## src/rtl/mem_arbiter_pkg.sv

```systemverilog
// mem_arbiter_pkg
//   Shared types for the imem/dmem memory-port arbiter.
//   - arb_state_type : arbiter FSM state (IDLE / BUSY), backed by plain
//                      localparam codes so legacy code can match on them.
//   - owner_type     : which requester owns a transaction (IMEM / DMEM).
//                      The numeric value doubles as the slot index.
//   - mem_req_type   : one request as presented downstream.
//   - mem_rsp_type   : one response as routed back to a requester.
//   - rr_pick()      : round-robin winner selection.
package mem_arbiter_pkg;

  localparam logic [0:0] STATE_IDLE = 1'b0;
  localparam logic [0:0] STATE_BUSY = 1'b1;

  typedef enum logic [0:0] {
    IDLE = STATE_IDLE,
    BUSY = STATE_BUSY
  } arb_state_type;

  typedef enum logic [0:0] {
    IMEM = 1'b0,
    DMEM = 1'b1
  } owner_type;

  typedef struct packed {
    logic        valid;
    logic        instr;
    logic [31:0] addr;
    logic [31:0] wdata;
    logic [3:0]  wstrb;
  } mem_req_type;

  typedef struct packed {
    logic [31:0] rdata;
    logic        ready;
  } mem_rsp_type;

  // With both ports pending, the port that did not finish last wins.
  // A lone pending port wins regardless of history.
  function automatic owner_type rr_pick(input logic imem_pend,
                                        input logic dmem_pend,
                                        input owner_type last_grant);
    if (imem_pend && dmem_pend) begin
      return (last_grant == IMEM) ? DMEM : IMEM;
    end
    return dmem_pend ? DMEM : IMEM;
  endfunction

endpackage

```

## src/rtl/mem_arbiter_arb_slot.sv

```systemverilog
// mem_arbiter_arb_slot
//   Holds the single outstanding request of one requester, from capture
//   until the arbiter frees it on completion.
//   Ports:
//     clock, reset          clock, synchronous active-low reset
//     cap_valid             request pulse from the requester
//     cap_addr/wdata/wstrb  request fields (wstrb forced to 0 when INSTR)
//     free                  owner's transaction completed; release slot
//     pend                  request available for arbitration, including
//                           one being captured this very cycle
//     pend_addr/wdata/wstrb fields of that request
//     viol                  request arrived while the slot was occupied
module mem_arbiter_arb_slot
  import mem_arbiter_pkg::*;
#(
  parameter bit INSTR = 1'b0
) (
  input  logic        clock,
  input  logic        reset,
  input  logic        cap_valid,
  input  logic [31:0] cap_addr,
  input  logic [31:0] cap_wdata,
  input  logic [3:0]  cap_wstrb,
  input  logic        free,
  output logic        pend,
  output logic [31:0] pend_addr,
  output logic [31:0] pend_wdata,
  output logic [3:0]  pend_wstrb,
  output logic        viol
);

  mem_req_type slot_reg;
  mem_req_type cap_req;
  logic        accept;

  always_comb begin
    cap_req       = '0;
    cap_req.valid = 1'b1;
    cap_req.instr = INSTR;
    cap_req.addr  = cap_addr;
    cap_req.wdata = cap_wdata;
    cap_req.wstrb = INSTR ? 4'h0 : cap_wstrb;
  end

  // The slot stays occupied while its request is in flight, so a pulse in
  // the completion cycle is still a violation and is dropped.
  assign viol   = cap_valid && slot_reg.valid;
  assign accept = cap_valid && !slot_reg.valid;

  // Bypass lets an idle arbiter issue in the same cycle the pulse arrives.
  assign pend       = slot_reg.valid || accept;
  assign pend_addr  = slot_reg.valid ? slot_reg.addr  : cap_req.addr;
  assign pend_wdata = slot_reg.valid ? slot_reg.wdata : cap_req.wdata;
  assign pend_wstrb = slot_reg.valid ? slot_reg.wstrb : cap_req.wstrb;

  always_ff @(posedge clock) begin
    if (!reset) begin
      slot_reg <= '0;
    end else if (free) begin
      slot_reg.valid <= 1'b0;
    end else if (accept) begin
      slot_reg <= cap_req;
    end
  end

endmodule

```

## src/rtl/mem_arbiter.sv

```systemverilog
// mem_arbiter
//   Shares one downstream memory port between instruction fetch (imem) and
//   load/store (dmem). One transaction in flight, round-robin on ties,
//   responses routed combinationally to the owner, watchdog on hung
//   transactions, sticky err on any protocol violation or timeout.
//   Parameter TIMEOUT: BUSY cycles without mem_ready before forced
//   completion (0 disables the watchdog).
//   Ports:
//     clock, reset                      clock, synchronous active-low reset
//     imem_valid/addr                   fetch request pulse and address
//     imem_rdata/ready                  fetch response
//     dmem_valid/addr/wdata/wstrb       data request (wstrb 0 = load)
//     dmem_rdata/ready                  data response
//     mem_valid/instr/addr/wdata/wstrb  downstream request
//     mem_rdata/ready                   downstream response
//     err                               sticky error flag
module mem_arbiter
  import mem_arbiter_pkg::*;
#(
  parameter int TIMEOUT = 1024
) (
  input  logic        clock,
  input  logic        reset,
  input  logic        imem_valid,
  input  logic [31:0] imem_addr,
  output logic [31:0] imem_rdata,
  output logic        imem_ready,
  input  logic        dmem_valid,
  input  logic [31:0] dmem_addr,
  input  logic [31:0] dmem_wdata,
  input  logic [3:0]  dmem_wstrb,
  output logic [31:0] dmem_rdata,
  output logic        dmem_ready,
  output logic        mem_valid,
  output logic        mem_instr,
  output logic [31:0] mem_addr,
  output logic [31:0] mem_wdata,
  output logic [3:0]  mem_wstrb,
  input  logic [31:0] mem_rdata,
  input  logic        mem_ready,
  output logic        err
);

  localparam bit          WDOG_EN   = (TIMEOUT > 0);
  localparam logic [31:0] WDOG_LAST = (TIMEOUT > 0) ? 32'(TIMEOUT - 1) : 32'd0;

  // Slot index 0 = IMEM, 1 = DMEM (matches owner_type encoding).
  logic [1:0]  cap_valid;
  logic [31:0] cap_addr   [2];
  logic [31:0] cap_wdata  [2];
  logic [3:0]  cap_wstrb  [2];
  logic [1:0]  slot_free;
  logic [1:0]  slot_pend;
  logic [31:0] slot_addr  [2];
  logic [31:0] slot_wdata [2];
  logic [3:0]  slot_wstrb [2];
  logic [1:0]  slot_viol;

  arb_state_type state_reg;
  owner_type     owner_reg;
  owner_type     last_grant_reg;
  owner_type     pick;
  mem_req_type   mem_req_reg;
  mem_req_type   pick_req;
  mem_rsp_type   rsp;
  logic [31:0]   wdog_cnt_reg;
  logic          err_reg;
  logic          done_ok;
  logic          done_to;
  logic          done;
  logic          spurious;

  assign cap_valid    = {dmem_valid, imem_valid};
  assign cap_addr[0]  = imem_addr;
  assign cap_wdata[0] = 32'h0;
  assign cap_wstrb[0] = 4'h0;
  assign cap_addr[1]  = dmem_addr;
  assign cap_wdata[1] = dmem_wdata;
  assign cap_wstrb[1] = dmem_wstrb;

  generate
    for (genvar gi = 0; gi < 2; gi++) begin : g_slot
      mem_arbiter_arb_slot #(
        .INSTR (gi == 0)
      ) u_slot (
        .clock      (clock),
        .reset      (reset),
        .cap_valid  (cap_valid[gi]),
        .cap_addr   (cap_addr[gi]),
        .cap_wdata  (cap_wdata[gi]),
        .cap_wstrb  (cap_wstrb[gi]),
        .free       (slot_free[gi]),
        .pend       (slot_pend[gi]),
        .pend_addr  (slot_addr[gi]),
        .pend_wdata (slot_wdata[gi]),
        .pend_wstrb (slot_wstrb[gi]),
        .viol       (slot_viol[gi])
      );
    end
  endgenerate

  // Winner and its downstream request, only consumed in IDLE.
  always_comb begin
    pick           = rr_pick(slot_pend[0], slot_pend[1], last_grant_reg);
    pick_req       = '0;
    pick_req.valid = 1'b1;
    if (pick == DMEM) begin
      pick_req.instr = 1'b0;
      pick_req.addr  = slot_addr[1];
      pick_req.wdata = slot_wdata[1];
      pick_req.wstrb = slot_wstrb[1];
    end else begin
      pick_req.instr = 1'b1;
      pick_req.addr  = slot_addr[0];
      pick_req.wdata = slot_wdata[0];
      pick_req.wstrb = slot_wstrb[0];
    end
  end

  // Completion is gated by reset so a transaction killed by reset never
  // produces a ready pulse, even with mem_ready in the reset cycle.
  // A real mem_ready beats a watchdog expiry in the same cycle.
  assign done_ok  = reset && (state_reg == BUSY) && mem_ready;
  assign done_to  = reset && WDOG_EN && (state_reg == BUSY) && !mem_ready &&
                    (wdog_cnt_reg == WDOG_LAST);
  assign done     = done_ok || done_to;
  assign spurious = (state_reg == IDLE) && mem_ready;

  assign slot_free[0] = done && (owner_reg == IMEM);
  assign slot_free[1] = done && (owner_reg == DMEM);

  always_comb begin
    rsp.ready = done;
    rsp.rdata = done_ok ? mem_rdata : 32'h0;
  end

  assign imem_ready = rsp.ready && (owner_reg == IMEM);
  assign dmem_ready = rsp.ready && (owner_reg == DMEM);
  assign imem_rdata = (owner_reg == IMEM) ? rsp.rdata : 32'h0;
  assign dmem_rdata = (owner_reg == DMEM) ? rsp.rdata : 32'h0;

  assign mem_valid = mem_req_reg.valid;
  assign mem_instr = mem_req_reg.instr;
  assign mem_addr  = mem_req_reg.addr;
  assign mem_wdata = mem_req_reg.wdata;
  assign mem_wstrb = mem_req_reg.wstrb;
  assign err       = err_reg;

  always_ff @(posedge clock) begin
    if (!reset) begin
      state_reg      <= IDLE;
      owner_reg      <= IMEM;
      last_grant_reg <= IMEM;
      mem_req_reg    <= '0;
      wdog_cnt_reg   <= 32'd0;
      err_reg        <= 1'b0;
    end else begin
      // mem_valid is a one-cycle pulse; the other fields hold until the
      // next issue.
      mem_req_reg.valid <= 1'b0;
      if (|slot_viol || spurious || done_to) begin
        err_reg <= 1'b1;
      end
      case (state_reg)
        IDLE: begin
          if (|slot_pend) begin
            state_reg    <= BUSY;
            owner_reg    <= pick;
            mem_req_reg  <= pick_req;
            wdog_cnt_reg <= 32'd0;
          end
        end
        BUSY: begin
          if (done) begin
            state_reg      <= IDLE;
            last_grant_reg <= owner_reg;
            wdog_cnt_reg   <= 32'd0;
          end else begin
            wdog_cnt_reg <= wdog_cnt_reg + 32'd1;
          end
        end
        default: state_reg <= IDLE;
      endcase
    end
  end

endmodule
```

## config.mk

```make
export PLATFORM = sky130hd
export DESIGN_NAME = mem_arbiter
export DESIGN_NICKNAME = d
export VERILOG_FILES = /design/src/rtl/mem_arbiter_pkg.sv /design/src/rtl/mem_arbiter_arb_slot.sv /design/src/rtl/mem_arbiter.sv
export SDC_FILE = /design/constraint.sdc
export NUM_CORES = 1
export LEC_CHECK = 0
export BUFFER_PORTS_ARGS = -buffer_cell sky130_fd_sc_hd__buf_2
export CORE_MARGIN = 3
export CORE_UTILIZATION = 30
export CTS_BUF_LIST = sky130_fd_sc_hd__clkbuf_2
export CTS_CLUSTER_SIZE = 28
export DETAILED_ROUTE_END_ITERATION = 16
export SKIP_LAST_GASP = 1
export SYNTH_ARGS = -nofsm -noshare
export SYNTH_HDL_FRONTEND = slang
export SYNTH_SLANG_ARGS = --single-unit
```

## constraint.sdc

```tcl
create_clock -name clock -period 6.4 [get_ports clock]
set_input_delay 0.96 -clock clock [delete_from_list [all_inputs] [get_ports clock]]
set_output_delay 0.96 -clock clock [all_outputs]
set_load 0.01 [all_outputs]
```

==> summary.md, run 1 <==
| Metric | Value |
|---|---|
| Post-synth top area share | `42.78%` |
| Post-synth EDFFs | `0` |
| Minimum clock period | `4025 ps` |
| Largest area contributor in the netlist | `dfxtp_1` |
| Largest net degree at the start of global routing | `109` |
| First-pass GRT wire length | `44.43 mm` |
| Clock root buffer | `clkbuf_2` |
| Top post-synthesis cells by area | `dfxtp_1 43%, mux2i_1 21%, nand2_1 11%, and2_1 4.4%, clkbuf_1 2.9%` |
| # Post-CTS Setup Buffers | `0` |
| Die area | `34,640 sq um` |
| R2R setup slack | `3040 ps` |
| Port-buffer cells | `273` |
| Unrepaired setup endpoints after global routing | `no` |
| Mapped Area | `9734 sq um` |
| DR WL/cell | `15.43 um` |
| Post-CTS Resized | `0` |
| WHS Endpoint | `g_slot[1].u_slot.slot_reg[34]$_SDFFE_PN0P_` |
| Min-Delay Path Class | `input port to flip-flop` |
| Vias in the first global route | `8,529` |
| Gpl congestion | `0.7542` |
| Placed cell area | `11,370 sq um` |
| Gr ovfl total | `0` |
| Sink Count | `208` |
| Switch Pwr | `859.7 uW` |
| Core ar. | `31,800 sq um` |
| Most frequent cells in the layout | `275 x nand2_1, 272 x buf_2, 206 x dfxtp_1, 201 x mux2i_1, 84 x clkbuf_2` |
| Pwr dens | `236.3 nW/um^2` |
| CP Capture Type | `primary output` |
| Run status | `finished clean` |
| Vias | `8,917` |
| Switching share of total power | `30.62%` |
| Crit-path max FO | `108` |
| Yosys Warn Count | `0` |
| R2R Path Start | `g_slot[1].u_slot.slot_reg[69]$_SDFFE_PP0P_` |
| Drt total wl | `28.73 mm` |
| GRT Util Overall | `15.88%` |
| Combinational Power Share | `15.5%` |
| Hpwl dp | `18.74 mm` |
| Hold-fix buffers, CTS | `0` |
| Detail Route Antenna Nets | `0` |
| Area Growth Syn to Fin | `22.03%` |
| FILL cells | `3,320` |
| Worst Path Arrival | `3060 ps` |
| Clock Skew | `75.55 ps` |
| Distinct cells, synth | `45` |
| Max reg flops | `102` |
| WHS Path Cells | `3` |
| Final hold viol count | `0` |
| Pins Over Slew Limit | `0` |
| Leading cell type in the layout, fill and taps excluded | `nand2_1` |
| Worst-skew pair later-pin latency | `830 ps` |
| Max Clk Rate | `0.2485 GHz` |
| Share of cells above drive strength 1 | `27.04%` |
| Design Area, Final | `11,880 sq um` |
| Cell Int Power | `1.948 mW` |
| Max clock buf depth | `3` |
| Slew headroom | `23.71%` |
| Final #Nets | `1,524` |
| Clock network fraction of total power | `33.7%` |
| Final setup viols | `0` |
| Top FF cell, synth | `dfxtp_1` |
| Total CTS buffers | `56` |
| Hold_ws | `380.7 ps` |
| Sequential power share | `50.9%` |
| Setup TNS | `0 ps` |
| Die width | `186.1 um` |
| CP startpoint kind | `input port` |
| # rows | `65` |
| R2r endpoint | `mem_wdata[14]$_SDFFE_PN0P_` |
| CP Class | `input port to primary output` |
| Syn_area_per_cell | `8.569 sq um` |
| Max_cap viols | `0` |
| Initial Util | `30.61%` |
| Worst path required time | `5440 ps` |
| Worst-path clk slew | `90 ps` |
| Post-route clock period utilization | `62.89%` |
| Vias per inst | `4.789` |
| DRT Pass-1 Iters | `6` |
| Worst Min Path Start | `dmem_wdata[30]` |
| H-tree Lvls | `2` |
| Asr flop ratio synth | `0%` |
| Boundary Pins | `274` |
| Syn_nets | `1,274` |
| DRC Markers | `0` |
| Die Span Y | `186.1 um` |
| Drt first-iter violations | `424` |
| #FFs+latches synth | `208` |
| CTS tree | `done` |
| Max VDD drop | `0.0001103 V` |
| Mapped Cells | `1,136` |
| Initial antenna violation count | `8` |
| Worst R2R Path Depth | `5` |
| Static Leak | `5.336 nW` |
| Post-synthesis sequential area ratio | `42.78%` |
| Worst-Margin Slew | `1134 ps` |
routing by layer:
layer  GRT usage [%]  part of all wire (%)  vias to the layer above
li1                -                     -                     4459
met2           27.54                    48                      264
met3           5.154                   8.0                       53
met4           4.856                   2.1                        6
met5               0                  0.12                        -
met1           18.78                    42                     4135
Yosys cell counts (all sizes together) (6+ instances only):
cell,number
nand2,275
dfxtp,208
mux2i,201
clkbuf,75
and2,69
a21oi,42
o21ai,38
o22ai,29
nor2,27
a31oi,23
nand3,22
buf,16
nand4,12
inv,11
o221ai,11
nor3,9
nor4,8
and3,7
xor2,6
power by group through the flow:
stage	Sequential [mW]	Combinational, mW	Clock [mW]
floorplan	1.46	0.268	0
global placement	1.45	0.432	0
detailed placement	1.46	0.440	0
CTS	1.43	0.441	0.995
global route	1.44	0.483	1.05
finish	1.43	0.434	0.945
how the worst max path moves through the flow:
stage,to,slack (ps),startpoint,cells past startpoint
6_report,dmem_rdata[8],2380,reset,5
5_1_grt,dmem_rdata[4],2150,reset,5
4_1_cts,dmem_ready,2290,wdog_cnt_reg[3]$_SDFFE_PN0P_,5
2_1_floorplan,dmem_ready,3220,mem_ready,6
3_3_place_gp,imem_rdata[11],2420,reset,5
3_5_place_dp,dmem_rdata[8],2310,reset,5
kinds of logic after synthesis:
kind of cell | synth area share [%]
adders and majority gates | 0.1285
muxes | 20.67
AOI/OAI and AO/OA | 9.884
buffers and inverters | 4.293
xor gates and xnor gates | 0.8098
DFF | 42.78
and+or+nand+nor | 21.44
final cells by class:
| type | instances | area [sq um] | share of cell area [%] |
|---|---|---|---|
| Antenna cell | 3 | 7.507 | 0.06320 |
| Clock buffer | 84 | 420.4 | 3.539 |
| Clock inverter | 12 | 76.32 | 0.6425 |
| Sequential cell | 208 | 4169 | 35.10 |
| Multi-Input combinational cell | 826 | 5172 | 43.54 |
| Tap cell | 435 | 544.3 | 4.582 |
| Timing Repair Buffer | 283 | 1448 | 12.19 |
| Inverter | 11 | 41.29 | 0.3476 |
worst max-delay path, stage by stage:
cell and delay (ps):
buf_6 530, nand3_1 310, nor2_2 870, and2_1 230, buf_2 140
stage by stage:
| stage | total power, mW | setup slack [ps] | util [%] | cells |
|---|---|---|---|---|
| final | 2.807 | 2375 | 37.36 | 1862 |
| after global routing | 2.975 | 2151 | 37.36 | 1862 |
| after CTS | 2.865 | 2289 | 37.33 | 1859 |
| after detailed placement | 1.897 | 2314 | 35.77 | 1763 |
| after global placement | 1.886 | 2423 | 35.77 | 1763 |
| after floorplan | 1.726 | 3222 | - | 1136 |
(Power assumes the default switching activity.)
==> inputs of run 2 (changes only) <==
==> constraint.sdc (replaced) <==
create_clock -name clock -period 4 [get_ports clock]
set_input_delay 0.6 -clock clock [delete_from_list [all_inputs] [get_ports clock]]
set_output_delay 0.6 -clock clock [all_outputs]
set_load 0.01 [all_outputs]
==> summary.md, run 2 (synthesis gave the netlist of run 1 again) <==
| Metric | Value |
|---|---|
| Run status | `finished clean` |
| Worst Min Path Start | `dmem_valid` |
| Vias per inst | `4.767` |
| Clock root buffer | `clkbuf_2` |
| Hold-fix buffers, CTS | `100` |
| Static Leak | `5.785 nW` |
| # rows | `65` |
| Sink Count | `208` |
| Share of cells above drive strength 1 | `25.16%` |
| Worst Path Arrival | `3110 ps` |
| Max VDD drop | `0.0001958 V` |
| WHS Path Cells | `3` |
| Unrepaired setup endpoints after global routing | `no` |
| Die width | `186.1 um` |
| Core ar. | `31,800 sq um` |
| Clock Skew | `58.75 ps` |
| Worst-Margin Slew | `1257 ps` |
| Post-route clock period utilization | `92.70%` |
| Max reg flops | `102` |
| Setup TNS | `0 ps` |
| DRC Markers | `0` |
| Detail Route Antenna Nets | `0` |
| Min-Delay Path Class | `input port to flip-flop` |
| Most frequent cells in the layout | `275 x nand2_1, 272 x buf_2, 206 x dfxtp_1, 201 x mux2i_1, 100 x dlygate4sd3_1` |
| Minimum clock period | `3708 ps` |
| Final setup viols | `0` |
| Die area | `34,640 sq um` |
| Max Clk Rate | `0.2697 GHz` |
| CP Class | `flip-flop to primary output` |
| Final hold viol count | `0` |
| Die Span Y | `186.1 um` |
| DRT Pass-1 Iters | `5` |
| Worst R2R Path Depth | `7` |
| CP Capture Type | `primary output` |
| First-pass GRT wire length | `46.32 mm` |
| R2R Path Start | `wdog_cnt_reg[0]$_SDFFE_PN0P_` |
| Total CTS buffers | `57` |
| Port-buffer cells | `273` |
| Worst path required time | `3400 ps` |
| Worst-skew pair later-pin latency | `850 ps` |
| Gr ovfl total | `0` |
| Drt first-iter violations | `462` |
| R2R setup slack | `920 ps` |
| Initial Util | `30.61%` |
| Pwr dens | `360.4 nW/um^2` |
| Gpl congestion | `0.8043` |
| R2r endpoint | `g_slot[1].u_slot.slot_reg[45]$_SDFFE_PN0P_` |
| Post-CTS Resized | `0` |
| # Post-CTS Setup Buffers | `0` |
| Vias | `9,401` |
| CP startpoint kind | `flip-flop` |
| Final #Nets | `1,628` |
| CTS tree | `done` |
| Vias in the first global route | `9,008` |
| Largest net degree at the start of global routing | `123` |
| GRT Util Overall | `16.38%` |
| Max clock buf depth | `3` |
| WHS Endpoint | `err$_SDFFE_PN0P_` |
| Drt total wl | `29.31 mm` |
| Crit-path max FO | `39` |
| Design Power | `4.668 mW` |
| Initial antenna violation count | `4` |
| Boundary Pins | `274` |
| Pins Over Slew Limit | `0` |
| H-tree Lvls | `2` |
| Area Growth Syn to Fin | `33.05%` |
| Max_cap viols | `0` |
| DR WL/cell | `14.86 um` |
| Hpwl dp | `19.03 mm` |
| Slew headroom | `15.83%` |
| Leading cell type in the layout, fill and taps excluded | `nand2_1` |
| Worst-path clk slew | `100 ps` |
[run 2: changes by cell type in the layout (fill, tap and decap cells not counted)]
cell           previous run  this run
dlygate4sd3_1             0       100
clkinv_4                  1         0
clkbuf_2                 84        78
buf_4                    10        13
inv_6                     0         1
bufinv_16                 1         2
clkinv_2                  0         3
clkinv_1                 10        19
[run 2: final cells by class]
cell class / instances / area, sq um
Antenna cell: 3 / 7.507
Clock buffer: 78 / 390.4
Clock inverter: 25 / 155.1
Fill cell: 3218 / 18850
Inverter: 11 / 41.29
Multi-Input combinational cell: 826 / 5172
Sequential cell: 208 / 4169
Tap cell: 435 / 544.3
Timing Repair Buffer: 386 / 2471
[run 2: metal layers]
layer / share of wire, % / up-vias / global-route usage [%] / wire (um)
li1: - / 4676 / - / -
met1: 43 / 4367 / 20.30 / 12740
met2: 47 / 293 / 27.74 / 13790
met3: 6.9 / 61 / 4.278 / 2028
met4: 2.5 / 4 / 5.660 / 734
met5: 0.075 / - / 0 / 22
[run 2: where the power goes]
part	internal, mW	switching (mW)
Combinational	0.363	0.414
Clock	0.668	0.934
Sequential	2.20	0.0857
[run 2: worst max-delay path by stage]
stage	startpoint	endpoint	cells after the start
after global placement	reset	wdog_cnt_reg[27]$_SDFFE_PN0P_	7
after floorplan	wdog_cnt_reg[0]$_SDFFE_PN0P_	dmem_ready	8
after CTS	wdog_cnt_reg[3]$_SDFFE_PN0P_	imem_ready	5
after global routing	wdog_cnt_reg[3]$_SDFFE_PN0P_	dmem_ready	5
after detailed placement	reset	wdog_cnt_reg[30]$_SDFFE_PN0P_	7
final	wdog_cnt_reg[3]$_SDFFE_PN0P_	imem_ready	5
[run 2: critical path, cell delays in order (launching register included)]
cell     delay (ps)
dfxtp_1         450
nand4_2         170
or3_1           520
or3_4           620
a21oi_1         310
buf_2           190
[run 2: metrics by stage]
stage / instances / cell area (sq um) / utilization [%] / setup WS [ps] / hold WS [ps]
finish: 1972 / 12950 / 40.73 / 292.1 / 178.1
global route: 1971 / 12950 / 40.72 / 5.166 / 83.02
floorplan: 1136 / 9734 / - / 1313 / 434.4
global placement: 1766 / 11400 / 35.84 / 719.2 / 433.9
detailed placement: 1766 / 11400 / 35.84 / 673.8 / 438.0
CTS: 1969 / 12940 / 40.70 / 131.3 / 77.60
==> inputs of run 3 (changes only) <==
--- a/config.mk
+++ b/config.mk
@@ -5,12 +5,14 @@
 export SDC_FILE = /design/constraint.sdc
 export NUM_CORES = 1
 export LEC_CHECK = 0
+export ABC_AREA = 1
 export BUFFER_PORTS_ARGS = -buffer_cell sky130_fd_sc_hd__buf_2
 export CORE_MARGIN = 3
 export CORE_UTILIZATION = 30
 export CTS_BUF_LIST = sky130_fd_sc_hd__clkbuf_2
 export CTS_CLUSTER_SIZE = 28
 export DETAILED_ROUTE_END_ITERATION = 16
+export PLACE_DENSITY = 0.49
 export SKIP_LAST_GASP = 1
 export SYNTH_ARGS = -nofsm -noshare
 export SYNTH_HDL_FRONTEND = slang
==> summary.md, run 3 <==
| Metric | Value |
|---|---|
| Worst R2R Path Depth | `5` |
| Post-synthesis sequential area ratio | `38.17%` |
| Mapped Area | `10,910 sq um` |
| Mapped Cells | `1,619` |
| Slew headroom | `26.19%` |
| Hpwl dp | `24.79 mm` |
| DP Cell Count | `2,250` |
| Run status | `finished clean` |
| Largest area contributor in the netlist | `dfxtp_1` |
| Min-Delay Path Class | `input port to flip-flop` |
| Pwr dens | `347.9 nW/um^2` |
| # rows | `69` |
| Die Span Y | `196.7 um` |
| Design Power | `4.869 mW` |
| Hold_ws | `118.9 ps` |
| DRT Pass-1 Iters | `6` |
| Max Clk Rate | `0.2844 GHz` |
| Worst Min Path Start | `dmem_wdata[5]` |
| Final hold viol count | `0` |
| Pins Over Slew Limit | `0` |
| R2R Path Start | `g_slot[1].u_slot.slot_reg[69]$_SDFFE_PP0P_` |
| Worst-skew pair later-pin latency | `890 ps` |
| Post-route setup slack | `484.3 ps` |
| Vias in the first global route | `11,589` |
| Final setup viols | `0` |
| Fin util | `39.16%` |
| Crit path largest cell delay | `600 ps` |
| Minimum clock period | `3516 ps` |
| WHS Endpoint | `g_slot[1].u_slot.slot_reg[9]$_SDFFE_PN0P_` |
| Worst Setup SP | `state_reg$_SDFF_PN0_` |
| Port-buffer cells | `273` |
| # Post-CTS Setup Buffers | `0` |
| CP Class | `flip-flop to primary output` |
| Core ar. | `35,740 sq um` |
| WHS Path Cells | `5` |
| CP Cell Sequence | `nand2_1 > nor2_1 > inv_4 > nand2_8 > nand2_8 > inv_2 > buf_2` |
| Setup TNS | `0 ps` |
| Drt first-iter violations | `632` |
| Max VDD drop | `0.0001364 V` |
| Syn_nets | `1,757` |
| Worst-Margin Slew | `1107 ps` |
| Clock root buffer | `clkbuf_2` |
| Largest net degree at the start of global routing | `93` |
| Worst Path Arrival | `2920 ps` |
| Worst path required time | `3400 ps` |
| Initial antenna violation count | `4` |
| Detail Route Antenna Nets | `0` |
| CP startpoint kind | `flip-flop` |
| Total CTS buffers | `58` |
| Layout Cells excl Fill | `2,452` |
| Boundary Pins | `274` |
| First-pass GRT wire length | `60.73 mm` |
| Vias per inst | `4.759` |
| Drt total wl | `37.57 mm` |
| Design Area, Final | `14,000 sq um` |
| CTS tree | `done` |
| Multi-input gate area | `5568 sq um` |
| Commonest cells post-synth | `353 x nand2_1, 208 x dfxtp_1, 206 x nor2_1` |
| Static Leak | `6.643 nW` |
| Register area | `4164 sq um` |
| R2r endpoint | `wdog_cnt_reg[0]$_SDFFE_PN0P_` |
| Syn_area_per_cell | `6.737 sq um` |
| Asr flop ratio synth | `0%` |
| Unrepaired setup endpoints after global routing | `no` |
| R2R setup slack | `1080 ps` |
| Slowest CP cell | `dfxtp_1` |
| Area Growth Syn to Fin | `28.32%` |
| Distinct cells, synth | `33` |
| Final #Nets | `2,083` |
| Top post-synthesis cells by area | `dfxtp_1 38%, nand2_1 12%, nor2_1 7.1%, a21oi_1 5.8%, inv_1 5.7%` |
| Vias | `11,669` |
| Worst-path clk slew | `100 ps` |
| H-tree Lvls | `2` |
| Gr ovfl total | `0` |
| FILL cells | `3,924` |
| Post-route clock period utilization | `87.89%` |
| Die width | `196.7 um` |
| Post-synth top area share | `38.17%` |
| CP most frequent cell | `nand2_8` |
| Sink Count | `208` |
| Die area | `38,680 sq um` |
| Post-synth EDFFs | `0` |
| Dpl ws | `901.3 ps` |
| Top FF cell, synth | `dfxtp_1` |
| Clock Skew | `71.15 ps` |
| Leading cell type in the layout, fill and taps excluded | `nand2_1` |
| Max_cap viols | `0` |
| Initial Util | `30.52%` |
| Yosys Warn Count | `0` |
| Max clock buf depth | `3` |
| GRT Util Overall | `19.19%` |
| Crit-path max FO | `66` |
| Max reg flops | `102` |
| Most frequent cells in the layout | `353 x nand2_1, 272 x buf_2, 208 x dfxtp_1, 205 x nor2_1, 164 x inv_1` |
| Placed cell area | `12,500 sq um` |
| CP Capture Type | `primary output` |
| DRC Markers | `0` |
| #FFs+latches synth | `208` |
| Share of cells above drive strength 1 | `23.18%` |
| DR WL/cell | `15.32 um` |
| Gpl congestion | `0.8846` |
| Top-count cell post-synth | `nand2_1` |
==> run 3: changes by cell type after synthesis, moves of 15 or more <==
cell	before	now
nand3_2	0	62
a21oi_1	42	127
nor3_1	9	69
nor2_1	27	206
mux2i_1	201	0
inv_1	10	166
nand3_1	22	100
o22ai_1	29	1
nand2_1	275	353
o21ai_0	38	78
buf_1	3	18
o211ai_1	3	57
and2_1	69	1
==> run 3: critical path: cells and delay by family (launching register included) <==
family,cells,cell delay (ps)
buffers and inverters,3,560
DFF,1,600
and+or+nand+nor,4,840
==> run 3: routing by layer <==
metal / vias to the layer above / wire (um) / GRT usage, % / share of wire, %
li1: 5953 / - / - / -
met3: 77 / 2123 / 3.846 / 5.7
met5: - / 23 / 0 / 0.061
met2: 329 / 17620 / 32.79 / 47
met1: 5306 / 16650 / 24.09 / 44
met4: 4 / 1163 / 6.996 / 3.1
==> run 3: cell families after synthesis <==
| kind of cell | count (synthesis) | share of synthesized area (%) |
|---|---|---|
| AOI/OAI and AO/OA | 297 | 15.45 |
| xor gates and xnor gates | 18 | 1.445 |
| adders and majority gates | 1 | 0.1147 |
| buffers and inverters | 291 | 11.02 |
| DFF | 208 | 38.17 |
| and+or+nand+nor | 804 | 33.79 |
==> run 3: how the worst max path moves through the flow <==
stage | endpoint | slack, ps | cells after the start
3_5_place_dp | dmem_ready | 900 | 8
5_1_grt | dmem_ready | 160 | 7
4_1_cts | dmem_ready | 80 | 7
3_3_place_gp | dmem_ready | 950 | 8
6_report | dmem_ready | 480 | 7
2_1_floorplan | dmem_rdata[0] | 1700 | 7
==> run 3: timing repair <==
item	CTS	global route
hold buffers	96	0
endpoints found under the setup margin	0	1
hold endpoints to repair	103	0
gates resized for setup	0	2
==> run 3: final cells by class <==
| cell class | instances | share of cell area [%] |
|---|---|---|
| Antenna cell | 2 | 0.03576 |
| Clock buffer | 92 | 3.290 |
| Clock inverter | 12 | 0.5185 |
| Inverter | 172 | 4.648 |
| Multi-Input combinational cell | 1120 | 39.78 |
| Sequential cell | 208 | 29.75 |
| Tap cell | 461 | 4.121 |
| Timing Repair Buffer | 385 | 17.86 |
==> run 3: report_power, final <==
group,internal (mW),total [mW],switching [mW]
Combinational,0.372,0.944,0.572
Clock,0.665,1.60,0.940
Sequential,2.23,2.32,0.0926
